**config.mk**
```make
export PLATFORM = sky130hd
export DESIGN_NAME = axi_ddr_memtest
export DESIGN_NICKNAME = d
export VERILOG_FILES = /design/src/rtl/axi_ddr_memtest_pkg.sv /design/src/rtl/axi_ddr_memtest_pattern_gen.sv /design/src/rtl/axi_ddr_memtest.sv
export SDC_FILE = /design/constraint.sdc
export NUM_CORES = 1
export LEC_CHECK = 0
export ABC_CLOCK_PERIOD_IN_PS = 6100
export CAP_MARGIN = 25
export CORE_ASPECT_RATIO = 2
export CORE_MARGIN = 5
export CORE_UTILIZATION = 40
export CTS_BUF_LIST = sky130_fd_sc_hd__clkbuf_2
export DETAILED_ROUTE_END_ITERATION = 10
export PLACE_DENSITY = 0.86
export SLEW_MARGIN = 25
export SYNTH_ARGS = -nofsm -noshare
export SYNTH_HDL_FRONTEND = slang
export SYNTH_SLANG_ARGS = --single-unit
```
**constraint.sdc**
```tcl
create_clock -name clk -period 6.1 [get_ports clk]
set_clock_uncertainty 0.1 [all_clocks]
set_input_delay 1.22 -clock clk [delete_from_list [all_inputs] [get_ports clk]]
set_output_delay 1.22 -clock clk [all_outputs]
set_load 0.01 [all_outputs]
```
**src/rtl/axi_ddr_memtest_pkg.sv**
```systemverilog
// axi_ddr_memtest_pkg: shared FSM state, AXI encodings and LFSR taps for the DDR memory test engine.
package axi_ddr_memtest_pkg;

    typedef enum logic [2:0] {
        S_IDLE,
        S_WR_ADDR,
        S_WR_DATA,
        S_WR_RESP,
        S_RD_ADDR,
        S_RD_DATA,
        S_DONE
    } state_t;

    localparam logic [1:0]  AXI_BURST_INCR = 2'b01;
    localparam logic [3:0]  AXI_SIZE_8B    = 4'd3;
    localparam logic [1:0]  AXI_RESP_OKAY  = 2'b00;
    // Galois taps 64,63,61,60 for a right-shifting register
    localparam logic [63:0] LFSR_TAPS      = 64'hD800_0000_0000_0000;

endpackage

```
**src/rtl/axi_ddr_memtest_pattern_gen.sv**
```systemverilog
// memtest_pattern_gen: expected beat data, address-derived by default or from a 64-bit LFSR
// when MEMTEST_LFSR_EN is defined.
module memtest_pattern_gen
    import axi_ddr_memtest_pkg::*;
(
    input  logic        clk,
    input  logic        rst_n,
    input  logic [28:0] i_addr,
    input  logic [31:0] i_seed,
    input  logic        i_load,
    input  logic        i_advance,
    output logic [63:0] o_data
);

`ifdef MEMTEST_LFSR_EN
    logic [63:0] r_lfsr;
    logic        w_unused;

    assign w_unused = ^i_addr;

    always_ff @(posedge clk or negedge rst_n) begin
        if (!rst_n)
            r_lfsr <= '0;
        else if (i_load)
            r_lfsr <= {i_seed, ~i_seed};
        else if (i_advance)
            r_lfsr <= {1'b0, r_lfsr[63:1]} ^ (r_lfsr[0] ? LFSR_TAPS : 64'h0);
    end

    assign o_data = r_lfsr;
`else
    logic w_unused;

    assign w_unused = ^{clk, rst_n, i_load, i_advance};
    assign o_data   = {i_seed ^ {3'b0, i_addr}, ~{3'b0, i_addr}};
`endif

endmodule

```
**src/rtl/axi_ddr_memtest.sv**
```systemverilog
// axi_ddr_memtest: AXI4 write-then-read-back BIST engine for the DDR controller user port.
// Optional MEMTEST_LFSR_EN selects LFSR data instead of the address-derived pattern.
module axi_ddr_memtest
    import axi_ddr_memtest_pkg::*;
#(
    parameter int          ID_WIDTH   = 1,
    parameter logic [28:0] BASE_ADDR  = 29'h0000000,
    parameter int          NUM_BURSTS = 16,
    parameter int          BURST_LEN  = 8
) (
    input  logic                clk,
    input  logic                rst_n,
    input  logic                i_init_done,
    input  logic                i_start,
    input  logic [31:0]         i_seed,
    output logic                o_busy,
    output logic                o_done,
    output logic                o_fail,
    output logic [15:0]         o_err_count,
    output logic [28:0]         o_err_addr,
    output logic [ID_WIDTH-1:0] o_awid,
    output logic [28:0]         o_awaddr,
    output logic [7:0]          o_awlen,
    output logic [3:0]          o_awsize,
    output logic [1:0]          o_awburst,
    output logic                o_awvalid,
    input  logic                i_awready,
    output logic [63:0]         o_wdata,
    output logic [7:0]          o_wstrb,
    output logic                o_wlast,
    output logic                o_wvalid,
    input  logic                i_wready,
    input  logic [ID_WIDTH-1:0] i_bid,
    input  logic [1:0]          i_bresp,
    input  logic                i_bvalid,
    output logic                o_bready,
    output logic [ID_WIDTH-1:0] o_arid,
    output logic [28:0]         o_araddr,
    output logic [7:0]          o_arlen,
    output logic [3:0]          o_arsize,
    output logic [1:0]          o_arburst,
    output logic                o_arvalid,
    input  logic                i_arready,
    input  logic [ID_WIDTH-1:0] i_rid,
    input  logic [63:0]         i_rdata,
    input  logic [1:0]          i_rresp,
    input  logic                i_rlast,
    input  logic                i_rvalid,
    output logic                o_rready
);

    localparam logic [7:0]  LAST_BEAT   = 8'(BURST_LEN - 1);
    localparam logic [15:0] LAST_BURST  = 16'(NUM_BURSTS - 1);
    localparam logic [28:0] BURST_BYTES = 29'(BURST_LEN * 8);

    state_t      r_state, w_next;
    logic [31:0] r_seed;
    logic [15:0] r_burst;
    logic [7:0]  r_beat;
    logic        r_done;
    logic [15:0] r_err_count;
    logic [28:0] r_err_addr;

    logic        w_start, w_last_beat, w_last_burst;
    logic        w_hs_w, w_hs_b, w_hs_r;
    logic [28:0] w_burst_base, w_beat_addr;
    logic [31:0] w_seed;
    logic [63:0] w_wr_pat, w_rd_pat;
    logic [1:0]  w_err_inc;
    logic [16:0] w_err_sum;
    logic        w_unused;

    assign w_unused     = ^{i_bid, i_rid};
    assign w_start      = i_start & i_init_done & (r_state == S_IDLE);
    assign w_last_beat  = r_beat == LAST_BEAT;
    assign w_last_burst = r_burst == LAST_BURST;
    assign w_burst_base = BASE_ADDR + 29'(r_burst) * BURST_BYTES;
    assign w_beat_addr  = w_burst_base + {18'b0, r_beat, 3'b0};
    assign w_hs_w       = o_wvalid & i_wready;
    assign w_hs_b       = o_bready & i_bvalid;
    assign w_hs_r       = o_rready & i_rvalid;
    assign w_seed       = w_start ? i_seed : r_seed;

    // A read beat can carry up to three independent faults (data, resp, rlast)
    assign w_err_inc = {1'b0, w_hs_b & (i_bresp != AXI_RESP_OKAY)}
                     + {1'b0, w_hs_r & (i_rdata != w_rd_pat)}
                     + {1'b0, w_hs_r & (i_rresp != AXI_RESP_OKAY)}
                     + {1'b0, w_hs_r & (i_rlast != w_last_beat)};
    assign w_err_sum = {1'b0, r_err_count} + 17'(w_err_inc);

    memtest_pattern_gen u_wr_pat (
        .clk       (clk),
        .rst_n     (rst_n),
        .i_addr    (w_beat_addr),
        .i_seed    (w_seed),
        .i_load    (w_start),
        .i_advance (w_hs_w),
        .o_data    (w_wr_pat)
    );

    memtest_pattern_gen u_rd_pat (
        .clk       (clk),
        .rst_n     (rst_n),
        .i_addr    (w_beat_addr),
        .i_seed    (w_seed),
        .i_load    (w_start | (w_hs_b & w_last_burst)),
        .i_advance (w_hs_r),
        .o_data    (w_rd_pat)
    );

    always_ff @(posedge clk or negedge rst_n) begin
        if (!rst_n)
            r_state <= S_IDLE;
        else
            r_state <= w_next;
    end

    always_comb begin
        w_next = r_state;
        case (r_state)
            S_IDLE:    w_next = w_start ? S_WR_ADDR : S_IDLE;
            S_WR_ADDR: w_next = i_awready ? S_WR_DATA : S_WR_ADDR;
            S_WR_DATA: w_next = (i_wready && w_last_beat) ? S_WR_RESP : S_WR_DATA;
            S_WR_RESP: w_next = i_bvalid ? (w_last_burst ? S_RD_ADDR : S_WR_ADDR) : S_WR_RESP;
            S_RD_ADDR: w_next = i_arready ? S_RD_DATA : S_RD_ADDR;
            S_RD_DATA: w_next = (i_rvalid && w_last_beat) ? (w_last_burst ? S_DONE : S_RD_ADDR) : S_RD_DATA;
            default:   w_next = S_IDLE;
        endcase
    end

    always_comb begin
        o_awvalid = r_state == S_WR_ADDR;
        o_wvalid  = r_state == S_WR_DATA;
        o_bready  = r_state == S_WR_RESP;
        o_arvalid = r_state == S_RD_ADDR;
        o_rready  = r_state == S_RD_DATA;
        o_busy    = (r_state != S_IDLE) && (r_state != S_DONE);
    end

    always_ff @(posedge clk or negedge rst_n) begin
        if (!rst_n) begin
            r_seed      <= '0;
            r_burst     <= '0;
            r_beat      <= '0;
            r_done      <= 1'b0;
            r_err_count <= '0;
            r_err_addr  <= '0;
        end else if (w_start) begin
            r_seed      <= i_seed;
            r_burst     <= '0;
            r_beat      <= '0;
            r_done      <= 1'b0;
            r_err_count <= '0;
            r_err_addr  <= '0;
        end else begin
            if (w_hs_w || w_hs_r)
                r_beat <= w_last_beat ? '0 : r_beat + 8'd1;
            if (w_hs_b || (w_hs_r && w_last_beat))
                r_burst <= w_last_burst ? '0 : r_burst + 16'd1;
            if (w_next == S_DONE)
                r_done <= 1'b1;
            if (w_err_inc != 2'd0) begin
                r_err_count <= w_err_sum[16] ? 16'hFFFF : w_err_sum[15:0];
                if (r_err_count == 16'd0)
                    r_err_addr <= w_hs_b ? w_burst_base : w_beat_addr;
            end
        end
    end

    assign o_done      = r_done;
    assign o_fail      = r_err_count != 16'd0;
    assign o_err_count = r_err_count;
    assign o_err_addr  = r_err_addr;
    assign o_awid      = '0;
    assign o_awaddr    = w_burst_base;
    assign o_awlen     = LAST_BEAT;
    assign o_awsize    = AXI_SIZE_8B;
    assign o_awburst   = AXI_BURST_INCR;
    assign o_wdata     = w_wr_pat;
    assign o_wstrb     = 8'hFF;
    assign o_wlast     = o_wvalid & w_last_beat;
    assign o_arid      = '0;
    assign o_araddr    = w_burst_base;
    assign o_arlen     = LAST_BEAT;
    assign o_arsize    = AXI_SIZE_8B;
    assign o_arburst   = AXI_BURST_INCR;

endmodule

```
==> results.py <==
metrics = {
    "clock_network": {
        "postCtsSetupBuffers": 0,
        "postCtsHoldBufs": 0,
        "cts_tree": "built",
        "clock_sinks": 96,
        "root_buffer": "clkbuf_2",
        "cts_made_buffers": 9,
        "clock_path_buffers": 2,
        "clkLatencyLatePin_ns": 0.64,
        "clk_pin_slew_ns": 0.30,
        "h-tree-depth": 3,
    },
    "timing": {
        "setup_viol": 0,
        "fin_crit_sh_pct": 92.9,
        "finalHoldViolCount": 0,
        "timing.fmax_mhz": 176,
        "period_needed_ns": 5.67,
        "report.final.slew_viol_count": 0,
        "worst_pin_slew_ns": 0.833,
        "slew_headroom_pct": 44.5,
        "rsz0062_at_grt": "no",
        "setup_slack_ns": 0.433,
    },
    "power": {
        "power.switching_uw": 1030,
        "clockPowerShare_pct": 11.8,
        "combinationalPowerShare_pct": 52.8,
        "swShare_pct": 41.0,
        "powerDensity_nw_per_um2": 245,
        "power.share.sequential_pct": 35.4,
        "intPower_uw": 1490,
        "p_leak_uw": 0.00436,
        "ir_worst_vdd_mv": 0.155,
    },
    "drt": {
        "drtIter0Drc": 409,
        "firstDrtPassIters": 5,
        "remaining_drc_errors": 0,
        "finalWirelength_mm": 28.3,
        "wire_per_inst_um": 20.2,
        "vias": 7383,
        "ant_nets": 0,
        "viasPerCell": 5.27,
    },
    "outcome": {
        "status": "finished, final reports clean",
    },
    "final_layout": {
        "finalNonFillerCells": 1400,
        "synthToLayoutAreaGrowth_pct": 32.6,
        "final_common_cell": "clkdlybuf4s50_1",
        "drive_gt1_share_pct": 10.3,
        "stdcell_area_um2": 10300,
        "nNetsFinal": 1259,
        "mostFrequentLayoutCells": "clkdlybuf4s50_1, dfrtp_1, conb_1, nand2_1, xnor2_1",
    },
    "global_route": {
        "grt_pass1_wl_mm": 41.6,
        "track_usage_pct": 24.4,
        "grt_pass1_vias": 7345,
        "antenna_found_initial": 5,
        "grt-ovfl-total": 0,
        "grt_max_degree": 61,
    },
    "yosys": {
        "synth-edff-count": 0,
        "synth-seq-area-share_pct": 30.9,
        "synth_area_per_cell_um2": 8.62,
        "yosysWarnings": 0,
        "synth-async-reset-ratio_pct": 100,
        "synthesis.instances": 901,
        "synth_ff_type": "dfrtp_1",
        "synth_area_um2": 7760,
        "ys_ff_latch": 96,
        "synth.distinct_cells": 83,
    },
    "critical_path": {
        "rr_startpoint": "r_beat[3]",
        "worstPathMaxFanout": 6,
        "regToRegEndpoint": "o_err_count[3]",
        "cp.arrival_ns": 6.15,
        "cp-end-kind": "flip-flop",
        "startpoint_type": "flip-flop",
        "reg2reg_slack_ns": 0.43,
        "worst-endpoint-required_ns": 6.58,
        "worstRegToRegCells": 20,
        "criticalPathCategory": "reg -> reg",
    },
    "die": {
        "io-pin-count": 326,
        "die_y_um": 207,
        "dieArea_um2": 22500,
        "die_width_um": 109,
        "start_util_pct": 40.3,
        "rows": 72,
        "coreArea_um2": 19300,
    },
    "placement": {
        "place_ws_ns": -0.262,
        "gp_congestion": 0.958,
        "placed_area_um2": 10200,
        "port_buffers": 238,
        "dp_hpwl_mm": 23.2,
        "dp.cells": 1382,
    },
    "min_path": {
        "hold_class": "in -> async",
    },
    "job": {
        "max-cap-violations": 0,
    },
}
## stage by stage
stage / TNS, ns / hold WS [ns] / total power (uW) / util (%)
6_report: 0 / 0.406 / 2520 / 53.4
5_1_grt: 0 / 0.378 / 2670 / 53.4
2_1_floorplan: 0 / 0.359 / 1560 / -
4_1_cts: 0 / 0.375 / 2540 / 53.3
3_5_place_dp: -2.08 / 0.386 / 2230 / 52.8
3_3_place_gp: -0.877 / 0.378 / 2210 / 52.8
## cells in the mapped netlist, types with 3 or more instances
cell type | instances | area, um^2
and2_1 | 8 | 50.1
buf_4 | 119 | 893
nor3_1 | 14 | 70.1
buf_6 | 3 | 33.8
a31oi_1 | 6 | 37.5
o21ai_0 | 47 | 235
o21a_1 | 4 | 30.0
mux2i_1 | 13 | 130
o31ai_1 | 4 | 30.0
a211o_1 | 3 | 26.3
a2111oi_0 | 6 | 52.6
dfrtp_1 | 96 | 2400
nand2_1 | 84 | 315
o211ai_1 | 5 | 37.5
nor2b_1 | 10 | 62.6
nor2_1 | 63 | 236
o22ai_1 | 8 | 50.1
nor3b_1 | 14 | 105
and3_1 | 15 | 93.8
inv_1 | 32 | 120
fa_1 | 3 | 60.1
ha_1 | 10 | 125
buf_1 | 5 | 18.8
xnor2_1 | 62 | 543
buf_2 | 7 | 35.0
xnor3_1 | 5 | 113
nand2b_1 | 6 | 37.5
mux2_2 | 7 | 78.8
nor4_1 | 13 | 81.3
nand4_1 | 15 | 93.8
nand3_1 | 33 | 165
nand3b_1 | 3 | 22.5
a21oi_1 | 34 | 170
clkbuf_1 | 22 | 82.6
a21o_1 | 4 | 30.0
nor4_2 | 3 | 37.5
a211oi_1 | 22 | 165
a21oi_2 | 3 | 26.3
xor2_1 | 31 | 272
and4_1 | 4 | 35.0
or4_1 | 3 | 22.5
o21ai_1 | 3 | 15.0
## how the worst max path moves through the flow
stage | depth (start not counted) | start | slack, ns | to
floorplan | 18 | i_start | 0.79 | o_err_count[5]
CTS | 22 | r_beat[3] | 0.24 | o_err_count[14]
global route | 22 | r_beat[3] | 0.004 | o_err_count[15]
detailed placement | 20 | i_start | -0.26 | o_err_count[14]
global placement | 19 | i_start | -0.14 | o_err_count[3]
finish | 20 | r_beat[3] | 0.43 | o_err_count[3]
## repair_timing
| action | in CTS | in global routing |
|---|---|---|
| setup endpoints to repair | 0 | 2 |
| endpoints found under the hold margin | 0 | 0 |
| gates resized for setup | 0 | 2 |
## worst max-delay path: stages, from the launching register on
cell and delay, ns:
dfrtp_1 0.51, ha_1 0.25, fa_1 0.44, a211o_1 0.38
a21oi_4 0.29, o211ai_2 0.18, xnor2_1 0.16, a211o_1 0.28
a2111oi_0 0.39, buf_4 0.19, nand4_1 0.11, o21ai_1 0.24
fa_1 0.45, inv_1 0.07, ha_1 0.25, ha_1 0.22
fa_1 0.42, nand4_1 0.20, buf_4 0.19, a21oi_1 0.06
o221a_2 0.26
## final cells by class
cell class                      count  area [um^2]
Timing Repair Buffer              295         2850
Tap cell                          259          324
Inverter                           33          124
Multi-Input combinational cell    699         4500
Clock buffer                       10         50.0
Clock inverter                      6         45.0
Antenna cell                        2         5.00
Sequential cell                    96         2400
Fill cell                        1801         8980
## power by group through the flow
stage | sequential (uW) | clock [uW] | combinational (uW)
3_5_place_dp | 901 | 0 | 1330
3_3_place_gp | 897 | 0 | 1310
5_1_grt | 910 | 330 | 1430
4_1_cts | 890 | 313 | 1340
6_report | 890 | 297 | 1330
2_1_floorplan | 907 | 0 | 657
## flip-flops by register name (all words and copies together) (netlist names)
name and flops:
o_done 1, o_err_addr 20, o_err_count 16, r_beat 8
r_burst 16, r_seed 32, r_state 3
## kinds of logic after synthesis
group / count (synthesis) / synth area share (%)
and+or+nand+nor: 311 / 21.6
buffers and inverters: 189 / 15.3
AOI/OAI and AO/OA: 170 / 14.6
xor gates and xnor gates: 100 / 12.5
DFF: 96 / 30.9
muxes: 20 / 2.69
adders and majority gates: 13 / 2.38
other: 2 / 0.0967
## metal layers
| metal | GRT usage [%] | vias to the layer above | share of wire [%] |
|---|---|---|---|
| met1 | 24.3 | 3508 | 33 |
| met2 | 45.4 | 382 | 54 |
| li1 | - | 3415 | - |
| met3 | 4.80 | 72 | 7.9 |
| met5 | 0 | - | 0.14 |
| met4 | 13.6 | 6 | 5.4 |
Note: power is estimated with default switching activity, not from simulation.
